--- config.mk ---
export PLATFORM = sky130hd
export DESIGN_NAME = ext_mem_loader
export DESIGN_NICKNAME = d
export VERILOG_FILES = /design/src/rtl/ext_loader_pkg.sv /design/src/rtl/ext_mem_loader.sv
export SDC_FILE = /design/constraint.sdc
export NUM_CORES = 1
export LEC_CHECK = 0
export ABC_AREA = 0
export BUFFER_PORTS_ARGS = -buffer_cell sky130_fd_sc_hd__buf_4
export CORE_MARGIN = 2
export CORE_UTILIZATION = 45
export CTS_BUF_LIST = sky130_fd_sc_hd__clkbuf_4 sky130_fd_sc_hd__clkbuf_8 sky130_fd_sc_hd__clkbuf_16
export CTS_CLUSTER_SIZE = 28
export DETAILED_ROUTE_END_ITERATION = 10
export PLACE_DENSITY = 0.8
export SYNTH_ARGS = -nofsm -noshare
export SYNTH_HDL_FRONTEND = slang
export SYNTH_SLANG_ARGS = --single-unit
--- constraint.sdc ---
create_clock -name clk -period 4.75 [get_ports clk]
set_input_delay 0.2375 -clock clk [delete_from_list [all_inputs] [get_ports clk]]
set_output_delay 0.2375 -clock clk [all_outputs]
set_load 0.02 [all_outputs]
--- src/rtl/ext_loader_pkg.sv ---
// Shared types and constants for the external memory loader.
package ext_loader_pkg;

  localparam int IMEM_CNT_W       = 10;
  localparam int DMEM_CNT_W       = 11;
  localparam int RUN_CNT_W        = 32;
  localparam int IMEM_BYTE_STRIDE = 4;
  localparam int DMEM_BYTE_STRIDE = 8;

  typedef enum logic [2:0] {
    ST_IDLE    = 3'd0,
    ST_LOAD    = 3'd1,
    ST_RUN     = 3'd2,
    ST_RD_REQ  = 3'd3,
    ST_RD_WAIT = 3'd4,
    ST_OUT     = 3'd5,
    ST_DONE    = 3'd6
  } loader_state_e;

endpackage

--- src/rtl/ext_mem_loader.sv ---
// Host-side initiator: loads a program into instruction memory, runs the CPU
// for a fixed number of cycles, then streams a window of data memory out.
//
// state      | meaning
// -----------+-----------------------------------------------------------
// ST_IDLE    | all outputs low, waiting for start
// ST_LOAD    | accepting program words, one registered imem write each
// ST_RUN     | cpu_enable held high for the latched number of cycles
// ST_RD_REQ  | one-cycle data memory read request
// ST_RD_WAIT | read latency cycle, read data captured at its end
// ST_OUT     | word offered on the dump stream until accepted
// ST_DONE    | one-cycle completion pulse
module ext_mem_loader
  import ext_loader_pkg::*;
#(
  parameter int IMEM_WORDS = 512,
  parameter int DMEM_WORDS = 1024
) (
  input  logic                  clk,
  input  logic                  arst_n,
  input  logic                  start,
  input  logic [IMEM_CNT_W-1:0] imem_count,
  input  logic [RUN_CNT_W-1:0]  run_cycles,
  input  logic [DMEM_CNT_W-1:0] dump_count,
  input  logic                  s_valid,
  output logic                  s_ready,
  input  logic [31:0]           s_data,
  output logic                  m_valid,
  input  logic                  m_ready,
  output logic [63:0]           m_data,
  output logic                  m_last,
  output logic                  busy,
  output logic                  done,
  output logic                  cpu_enable,
  output logic [63:0]           addr_ext,
  output logic                  wen_ext,
  output logic [31:0]           wdata_ext,
  output logic [63:0]           addr_ext_2,
  output logic                  ren_ext_2,
  input  logic [63:0]           rdata_ext_2
);

  loader_state_e state_q, state_d;

  logic [IMEM_CNT_W-1:0] load_cnt_q, load_cnt_d;
  logic [IMEM_CNT_W-1:0] load_idx_q, load_idx_d;
  logic [DMEM_CNT_W-1:0] dump_cnt_q, dump_cnt_d;
  logic [DMEM_CNT_W-1:0] dump_idx_q, dump_idx_d;
  logic [RUN_CNT_W-1:0]  run_cnt_q, run_cnt_d;

  logic        s_ready_q, s_ready_d;
  logic        wen_q, wen_d;
  logic [63:0] addr_q, addr_d;
  logic [31:0] wdata_q, wdata_d;
  logic        ren_q, ren_d;
  logic [63:0] addr2_q, addr2_d;
  logic        m_valid_q, m_valid_d;
  logic [63:0] m_data_q, m_data_d;
  logic        m_last_q, m_last_d;
  logic        busy_q, busy_d;
  logic        done_q, done_d;
  logic        cpu_en_q, cpu_en_d;

  logic [IMEM_CNT_W-1:0] imem_clamped;
  logic [DMEM_CNT_W-1:0] dump_clamped;
  logic                  s_hs;
  logic                  m_hs;

  assign imem_clamped = (32'(imem_count) > 32'(IMEM_WORDS)) ? IMEM_CNT_W'(IMEM_WORDS) : imem_count;
  assign dump_clamped = (32'(dump_count) > 32'(DMEM_WORDS)) ? DMEM_CNT_W'(DMEM_WORDS) : dump_count;

  assign s_hs = (state_q == ST_LOAD) && s_valid && s_ready_q;
  assign m_hs = (state_q == ST_OUT) && m_valid_q && m_ready;

  // State, counters and every output register; reset is synchronous.
  always_ff @(posedge clk) begin
    if (!arst_n) begin
      state_q    <= ST_IDLE;
      load_cnt_q <= '0;
      load_idx_q <= '0;
      dump_cnt_q <= '0;
      dump_idx_q <= '0;
      run_cnt_q  <= '0;
      s_ready_q  <= 1'b0;
      wen_q      <= 1'b0;
      addr_q     <= '0;
      wdata_q    <= '0;
      ren_q      <= 1'b0;
      addr2_q    <= '0;
      m_valid_q  <= 1'b0;
      m_data_q   <= '0;
      m_last_q   <= 1'b0;
      busy_q     <= 1'b0;
      done_q     <= 1'b0;
      cpu_en_q   <= 1'b0;
    end else begin
      state_q    <= state_d;
      load_cnt_q <= load_cnt_d;
      load_idx_q <= load_idx_d;
      dump_cnt_q <= dump_cnt_d;
      dump_idx_q <= dump_idx_d;
      run_cnt_q  <= run_cnt_d;
      s_ready_q  <= s_ready_d;
      wen_q      <= wen_d;
      addr_q     <= addr_d;
      wdata_q    <= wdata_d;
      ren_q      <= ren_d;
      addr2_q    <= addr2_d;
      m_valid_q  <= m_valid_d;
      m_data_q   <= m_data_d;
      m_last_q   <= m_last_d;
      busy_q     <= busy_d;
      done_q     <= done_d;
      cpu_en_q   <= cpu_en_d;
    end
  end

  // Next state plus the word, dump and run counters.
  always_comb begin
    state_d    = state_q;
    load_cnt_d = load_cnt_q;
    load_idx_d = load_idx_q;
    dump_cnt_d = dump_cnt_q;
    dump_idx_d = dump_idx_q;
    run_cnt_d  = run_cnt_q;
    unique case (state_q)
      ST_IDLE: begin
        if (start) begin
          load_cnt_d = imem_clamped;
          dump_cnt_d = dump_clamped;
          run_cnt_d  = run_cycles;
          load_idx_d = '0;
          dump_idx_d = '0;
          state_d    = (imem_clamped == '0) ? ST_RUN : ST_LOAD;
        end
      end
      ST_LOAD: begin
        if (s_hs) load_idx_d = load_idx_q + IMEM_CNT_W'(1);
        // All words accepted means this is the final write cycle.
        if (load_idx_q == load_cnt_q) state_d = ST_RUN;
      end
      ST_RUN: begin
        // run_cnt_q counts enabled cycles remaining, including this one.
        if (cpu_en_q) run_cnt_d = run_cnt_q - RUN_CNT_W'(1);
        if (!cpu_en_q || (run_cnt_q == RUN_CNT_W'(1)))
          state_d = (dump_cnt_q == '0) ? ST_DONE : ST_RD_REQ;
      end
      ST_RD_REQ:  state_d = ST_RD_WAIT;
      ST_RD_WAIT: state_d = ST_OUT;
      ST_OUT: begin
        if (m_hs) begin
          dump_idx_d = dump_idx_q + DMEM_CNT_W'(1);
          state_d    = (dump_idx_q == dump_cnt_q - DMEM_CNT_W'(1)) ? ST_DONE : ST_RD_REQ;
        end
      end
      ST_DONE: state_d = ST_IDLE;
      default: state_d = ST_IDLE;
    endcase
  end

  // Output values for the coming cycle, derived from the next state.
  always_comb begin
    s_ready_d = (state_d == ST_LOAD) && (load_idx_d < load_cnt_d);
    wen_d     = s_hs;
    addr_d    = s_hs ? 64'(load_idx_q) * 64'(IMEM_BYTE_STRIDE) : 64'd0;
    wdata_d   = s_hs ? s_data : 32'd0;
    cpu_en_d  = (state_d == ST_RUN) && (run_cnt_d != '0);
    ren_d     = (state_d == ST_RD_REQ);
    addr2_d   = ren_d ? 64'(dump_idx_d) * 64'(DMEM_BYTE_STRIDE) : 64'd0;
    m_valid_d = (state_d == ST_OUT);
    m_last_d  = (state_d == ST_OUT) && (dump_idx_d == dump_cnt_d - DMEM_CNT_W'(1));
    if (state_q == ST_RD_WAIT)   m_data_d = rdata_ext_2;
    else if (state_d == ST_OUT)  m_data_d = m_data_q;
    else                         m_data_d = 64'd0;
    busy_d    = (state_d != ST_IDLE) && (state_d != ST_DONE);
    done_d    = (state_d == ST_DONE);
  end

  assign s_ready    = s_ready_q;
  assign wen_ext    = wen_q;
  assign addr_ext   = addr_q;
  assign wdata_ext  = wdata_q;
  assign ren_ext_2  = ren_q;
  assign addr_ext_2 = addr2_q;
  assign m_valid    = m_valid_q;
  assign m_data     = m_data_q;
  assign m_last     = m_last_q;
  assign busy       = busy_q;
  assign done       = done_q;
  assign cpu_enable = cpu_en_q;

endmodule

## Word level (Yosys, flattened, before mapping)

Index checks and enable logic that the tools add are counted.
W data, S select, Z words.

- Reduce and logical (&&, ||, !) cells: 17
- Multiplexer cells: 25
- Eq/ne operators: 16
- Add/sub/neg operators: 5
- Order comparisons: 3

Operator list:

| operator | number |
|---|---|
| $mux W64 | 2 |
| $mux W32 | 2 |
| $pmux W32 S2 | 1 |
| $mux W11 | 5 |
| $mux W10 | 5 |
| $eq A32 B1 Y1 const B | 1 |
| $reduce_bool A32 Y1 | 1 |
| $sub A32 B1 Y32 const B | 1 |
| $eq A11 B11 Y1 | 2 |
| $pmux W11 S2 | 1 |
| $sub A11 B1 Y11 const B | 2 |
| $pmux W10 S2 | 1 |
| $mux W3 | 6 |
| $pmux W3 S6 | 1 |
| $eq A3 B2 Y1 const B | 4 |
| $eq A3 B3 Y1 const B | 4 |
| $add A11 B1 Y11 const B | 1 |
| $gt A11 B11 Y1 const B | 1 |
| $logic_not A11 Y1 | 1 |
| $add A10 B1 Y10 const B | 1 |
| $eq A10 B10 Y1 | 1 |
| $gt A10 B10 Y1 const B | 1 |
| $logic_not A10 Y1 | 1 |
| $lt A10 B10 Y1 | 1 |
| 10 further kinds | 19 |

- Input port bits: 154
- Output and inout port bits: 232
- Logic and storage cells: 86
- Bits in registers: 309

## Depth between registers and ports, before layout

- Depth in word-level cells: 9
- Depth in mapped cells: 16
- Gate-level depth less buffers: 13

## Least setup slack after synthesis

No wires, ideal clock.

- Kind: reg-to-reg
- Start: register state_q[0]
- End: register s_ready_q, in the netlist s_ready
- Stages on the path, launching flop included: 17
- Period minus slack after synthesis: 3.329 ns
- Path buffers: 5
- Data arrival time: 3.269 ns
- Data required time: 4.690 ns
- Setup slack: 1.421 ns
- Library setup time: 0.060 ns
- Cell sequence: dfxtp_1 > buf_6 > or4b_4 > buf_2 > buf_1 > clkbuf_1 > clkbuf_1 > a21oi_1 > ha_1 > a21o_1 > a21o_1 > a21o_1 > a21o_1 > a21oi_1 > nor2b_1 > o21ai_0 > and3_1

- Longest elaborated chain between the ends: 7
- Elaborated cells on any way between the ends: 21
- Classes of those cells: order compare: 1; eq/ne: 6; mux: 8; reduce/logical: 6

RTL lines:

| what | RTL line | source |
|---|---|---|
| from (decl) | ext_mem_loader.sv:43 | `loader_state_e state_q, state_d;` |
| from (signal assigned) | ext_mem_loader.sv:97 | `state_q <= state_d;` |
| $eq A3 B1 Y1 / $eq A3 B3 Y1 (equally long branches) | ext_mem_loader.sv:72, ext_mem_loader.sv:126, ext_mem_loader.sv:73 |  |
| $logic_and A1 B1 Y1 (on tied branches) (2 in a row) | ext_mem_loader.sv:72, ext_mem_loader.sv:73 |  |
| $mux W10 / $mux W3 (equally long branches) | ext_mem_loader.sv:138, ext_mem_loader.sv:151 |  |
| $pmux W10 S2 / $pmux W3 S6 (equally long branches) | ext_mem_loader.sv:126 | `unique case (state_q)` |
| $lt A10 B10 Y1 / $eq A3 B1 Y1 (equally long branches) | ext_mem_loader.sv:163 | `s_ready_d = (state_d == ST_LOAD) && (load_idx_d < load_cnt_d);` |
| $logic_and A1 B1 Y1 (*) | ext_mem_loader.sv:163 |  |
| to (signal assigned) | ext_mem_loader.sv:103 | `s_ready_q <= s_ready_d;` |
| to (decl) | ext_mem_loader.sv:51 | `logic s_ready_q, s_ready_d;` |

Mark *: on every way between the ends. The rest lies on a longest branch, timed or not.
A chain may end at the register's enable or synchronous reset.

## Final worst setup path

- Start: register state_q[0]
- End: register s_ready_q, in the netlist s_ready

- Longest elaborated chain between the ends: 7
- Elaborated cells on any way between the ends: 21
- Classes of those cells: order compare: 1; eq/ne: 6; mux: 8; reduce/logical: 6

RTL lines:

| what | RTL line | source |
|---|---|---|
| $eq A3 B1 Y1 | ext_mem_loader.sv:72, ext_mem_loader.sv:126 |  |
| $logic_and A1 B1 Y1 (2 in a row) | ext_mem_loader.sv:72 | `assign s_hs = (state_q == ST_LOAD) && s_valid && s_ready_q;` |
| $mux W10 | ext_mem_loader.sv:138 | `if (s_hs) load_idx_d = load_idx_q + IMEM_CNT_W'(1);` |
| $pmux W10 S2 (*) | ext_mem_loader.sv:126 |  |
| net load_idx_d[4] | ext_mem_loader.sv:46 | `logic [IMEM_CNT_W-1:0] load_idx_q, load_idx_d;` |
| $lt A10 B10 Y1 (*) | ext_mem_loader.sv:163 |  |
| $logic_and A1 B1 Y1 (*) | ext_mem_loader.sv:163 |  |

Mark *: on every way through the listed nets, which the timed path passes. The rest lies on a longest branch.

==> reports/metrics.sh <==
SETUP.WORST_PATH.CLASS='reg2reg'
R2R_SLACK_NS=1.19
SEQ_POWER_SHARE=0.340
FMAX_MHz=281
FINALHOLDVIOLATIONS=0
MOSTFREQUENTLAYOUTCELL='sky130_fd_sc_hd__buf_4'
GRT_PASS1_VIAS=9691
SLEW_HR=0.295
CTS.SINK_COUNT=202
RSZ0062_AT_GRT='false'
GRT_FIRST_PASS_WIRELENGTH_UM=49300
SYNTH-ASYNC-RESET-RATIO=0
SLOWEST_STAGE='sky130_fd_sc_hd__dfxtp_1'
WORSTREGTOREGCELLS=13
POST_SYNTH_INST_COUNT=1227
CRITICAL_PATH.MOST_COMMON_CELL='sky130_fd_sc_hd__a21o_1'
TRITONCTS='yes'
PRE_CTS_WS_NS=1.27
CLOCK_TREE_ROOT_DRIVER_CELL='sky130_fd_sc_hd__clkbuf_16'
GR_USAGE_TOTAL=0.247
SETUP.WORST_PATH.END_CLASS='register'
INITIAL_UTILIZATION=0.459
FLOORPLAN.ROWS=55
POST-DP-HPWL_UM=21100
REMAINING_DRC_ERRORS=0
CRIT_PATH_START_KIND='register'
POST_CTS_SETUP_BUFFERS=0
AREAGROWTHSYNTHTOFINISH_PCT=33.6
TIMING_MAX_TRANSITION_VIOLATIONS_FINAL=0
CRITICAL_PATH.REG2REG.ENDPOINT='s_ready'
FINALNETCOUNT=1721
WORST_SKEW_LATE_LATENCY_NS=0.50
PERIOD_NEEDED_NS=3.56
SYNTH.YOSYS.SEQ_AREA_SHARE=0.388
NUMBER_OF_LIBRARY_CELL_TYPES_MAPPED_BY_SYNTHESIS=77
NET_SWITCHING_POWER_mW=2.41
FINALWIRELENGTH_UM=31700
PORT-BUFFER-COUNT=278
LAYOUT_WORST_PATH_CYCLE_SHARE=0.750
FIN_SKEW_NS=0.0104
SETUP_VIOL=0
OVERFLOW=0
ROUTEDWLPERCELL_UM=17.1
SWSHARE=0.384
POST_SYNTH.CELL_AREA_AVG_UM2=8.49
CTS-ROOT-TO-SINK-BUFFERS=3
HOLDPATHSTAGES=3
TOTALNEGATIVESETUPSLACK_NS=0
FP.DIEW_UM=156
HOLD_PATH.STARTPOINT='rdata_ext_2[26]'
VIAS=10034
POWER.SHARE.CLOCK=0.280
CLK_TRANSITION_REPORTED_PATHS_NS=0.06
WORST_HOLD_END='m_data[26]'
POST_CTS_RESIZE_COUNT=0
YS_WARN_COUNT=0
WORSTREG2REGSTART='state_q[0]'
CRITPATHMAXFANOUT=18
CTSHTREEMAXLEVEL=1
AVGVIACOUNTPERCELL=5.42
PWR_CELL_AREA_nW_PER_UM2=451
OUTCOME='finished, final reports clean'
MAXIMUM_VDD_DROP_mV=0.234
HOLD_BUFFERS=95
CAP_VIOL_MAX_COUNT=0
POST_ROUTE_CELLS_DRIVE_ABOVE_1_SHARE=0.229
COREAREA_UM2=22700
FILLER_FREE_CELL_COUNT_OF_THE_FINISHED_DESIGN=1852
N_FILL_CELL=1863
DRT_FIRST_ITER_VIOLATIONS=991
PATH_CELLS='or3b_2, nor2_1, nand4_1, a21oi_1, mux2i_1, ha_1, a21o_1, a21o_1, a21o_1, a21oi_1, nor2b_1, o21ai_0, and3_1'
ANTENNA_VIOLATING_NETS_LEFT=0
POST_SYNTH_INSTANCE_AREA_UM2=10400
ARRIVAL_NS=4.01
GLOBALPLACE.CONGESTION=0.908
GRT_START_MAX_NET_PINS=71
TYPE_OF_THE_WORST_MIN_DELAY_PATH='in2reg'
CRIT_REQUIRED_NS=5.20
COMBPWRFRAC=0.380
INTERNAL_POWER_COMPONENT_mW=3.87
YOSYS_REGISTER_BITS=202
WORST_MARGIN_PIN_SLEW_NS=1.06
CTS-BUFFERS-INSERTED=23
LEAKAGE_DISSIPATION_nW=6.00
IOS=386
DIODES=0
WORST_SLACK_NS=1.19
SYNTH-EDFF-COUNT=0
MOSTFREQUENTLAYOUTCELLS='287 x sky130_fd_sc_hd__buf_4, 202 x sky130_fd_sc_hd__dfxtp_1, 169 x sky130_fd_sc_hd__nor2_1'
DP_CELLS=1717
DOMINANTREGCELLSYNTH='sky130_fd_sc_hd__dfxtp_1'
ANTENNA_VIOLATIONS_BEFORE_REPAIR=0
DETAIL_ROUTE.FIRST_PASS.ITERATIONS=5
FLOORPLAN.DIE_AREA_UM2=24400
CRITICAL_PATH_S_LARGEST_STAGE_DELAY_NS=0.73
DIE_HEIGHT_UM=156
critical path: cells and delay by family (launching register included):
kind / cells / cell delay [ns]
mux: 1 / 0.13
compound gates: 6 / 0.98
simple gates: 5 / 1.36
fa+ha+maj: 1 / 0.31
flops: 1 / 0.73
per-stage QoR:
step           utilization  area, µm²  hold WS (ns)  power [mW]
6_report             0.613      13900        0.0136        6.28
5_1_grt              0.613      13900        0.0259        6.63
4_1_cts              0.613      13900      0.000384        6.26
3_5_place_dp         0.538      12200         0.442        4.43
3_3_place_gp         0.538      12200         0.438        4.38
2_1_floorplan            -      10800         0.359        3.88
metal layers:
layer | vias to the layer above | wire length, µm | global-route usage
met1 | 4730 | 12500 | 0.302
met5 | - | 0 | 0
met2 | 476 | 16000 | 0.442
met4 | 0 | 841 | 0.0782
met3 | 64 | 2400 | 0.0408
li1 | 4764 | - | -
final cells by class:
cell class / count / area, µm² / share of cell area
inverter: 18 / 68.8 / 0.00494
multi-input combinational: 925 / 5580 / 0.401
clock buffer: 32 / 693 / 0.0498
tap: 285 / 357 / 0.0256
sequential: 202 / 4040 / 0.290
timing repair buffer: 382 / 3110 / 0.223
clock inverter: 8 / 72.6 / 0.00521
registers in the layout (all words and copies together) (netlist names), 11 cells and up:
register	count
run_cnt_q	32
addr_ext_2	11
wdata_ext	32
dump_idx_q	11
dump_cnt_q	11
m_data	64
cells by family (layout without fill, tap and decap cells):
group / after synthesis / count (layout) / synth area share
AND/OR/NAND/NOR: 490 / 490 / 0.254
multiplexers: 26 / 26 / 0.0258
buffers and inverters: 206 / 440 / 0.117
other: 1 / 107 / 0.000360
AO/OA/AOI/OAI: 241 / 241 / 0.158
XOR/XNOR: 45 / 45 / 0.0378
flip-flops: 202 / 202 / 0.388
adder cells (fa/ha/maj): 16 / 16 / 0.0190
worst max path at each step:
stage                    start  endpoint  slack (ns)  cells after the start
floorplan           state_q[0]   s_ready        1.42                     16
global placement    state_q[0]   s_ready        1.41                     13
detailed placement  state_q[0]   s_ready        1.27                     13
CTS                 state_q[0]   s_ready        1.24                     13
global route        state_q[0]   s_ready        0.98                     12
finish              state_q[0]   s_ready        1.19                     13
Yosys cell counts, drive strengths merged, types with 15 or more instances:
cell type    n  area, µm²
a22oi       66        495
nor2       172        646
nor4        24        193
clkbuf      63        236
nor3b       22        170
nor3        29        145
dfxtp      202       4040
xor2        16        140
nand2       45        169
nand4       21        131
mux2i       22        220
nand3       22        115
a21oi       50        262
ha          15        188
o21ai       29        145
buf        125        911
xnor2       29        254
inv         17       63.8
and2        74        465
power by group through the flow:
stage / clock network, mW / logic (mW) / registers, mW
4_1_cts: 1.79 / 2.35 / 2.12
3_5_place_dp: 0 / 2.27 / 2.15
6_report: 1.76 / 2.39 / 2.13
3_3_place_gp: 0 / 2.24 / 2.14
2_1_floorplan: 0 / 1.78 / 2.10
5_1_grt: 1.85 / 2.61 / 2.16
Note: power is estimated with default switching activity, not from simulation.
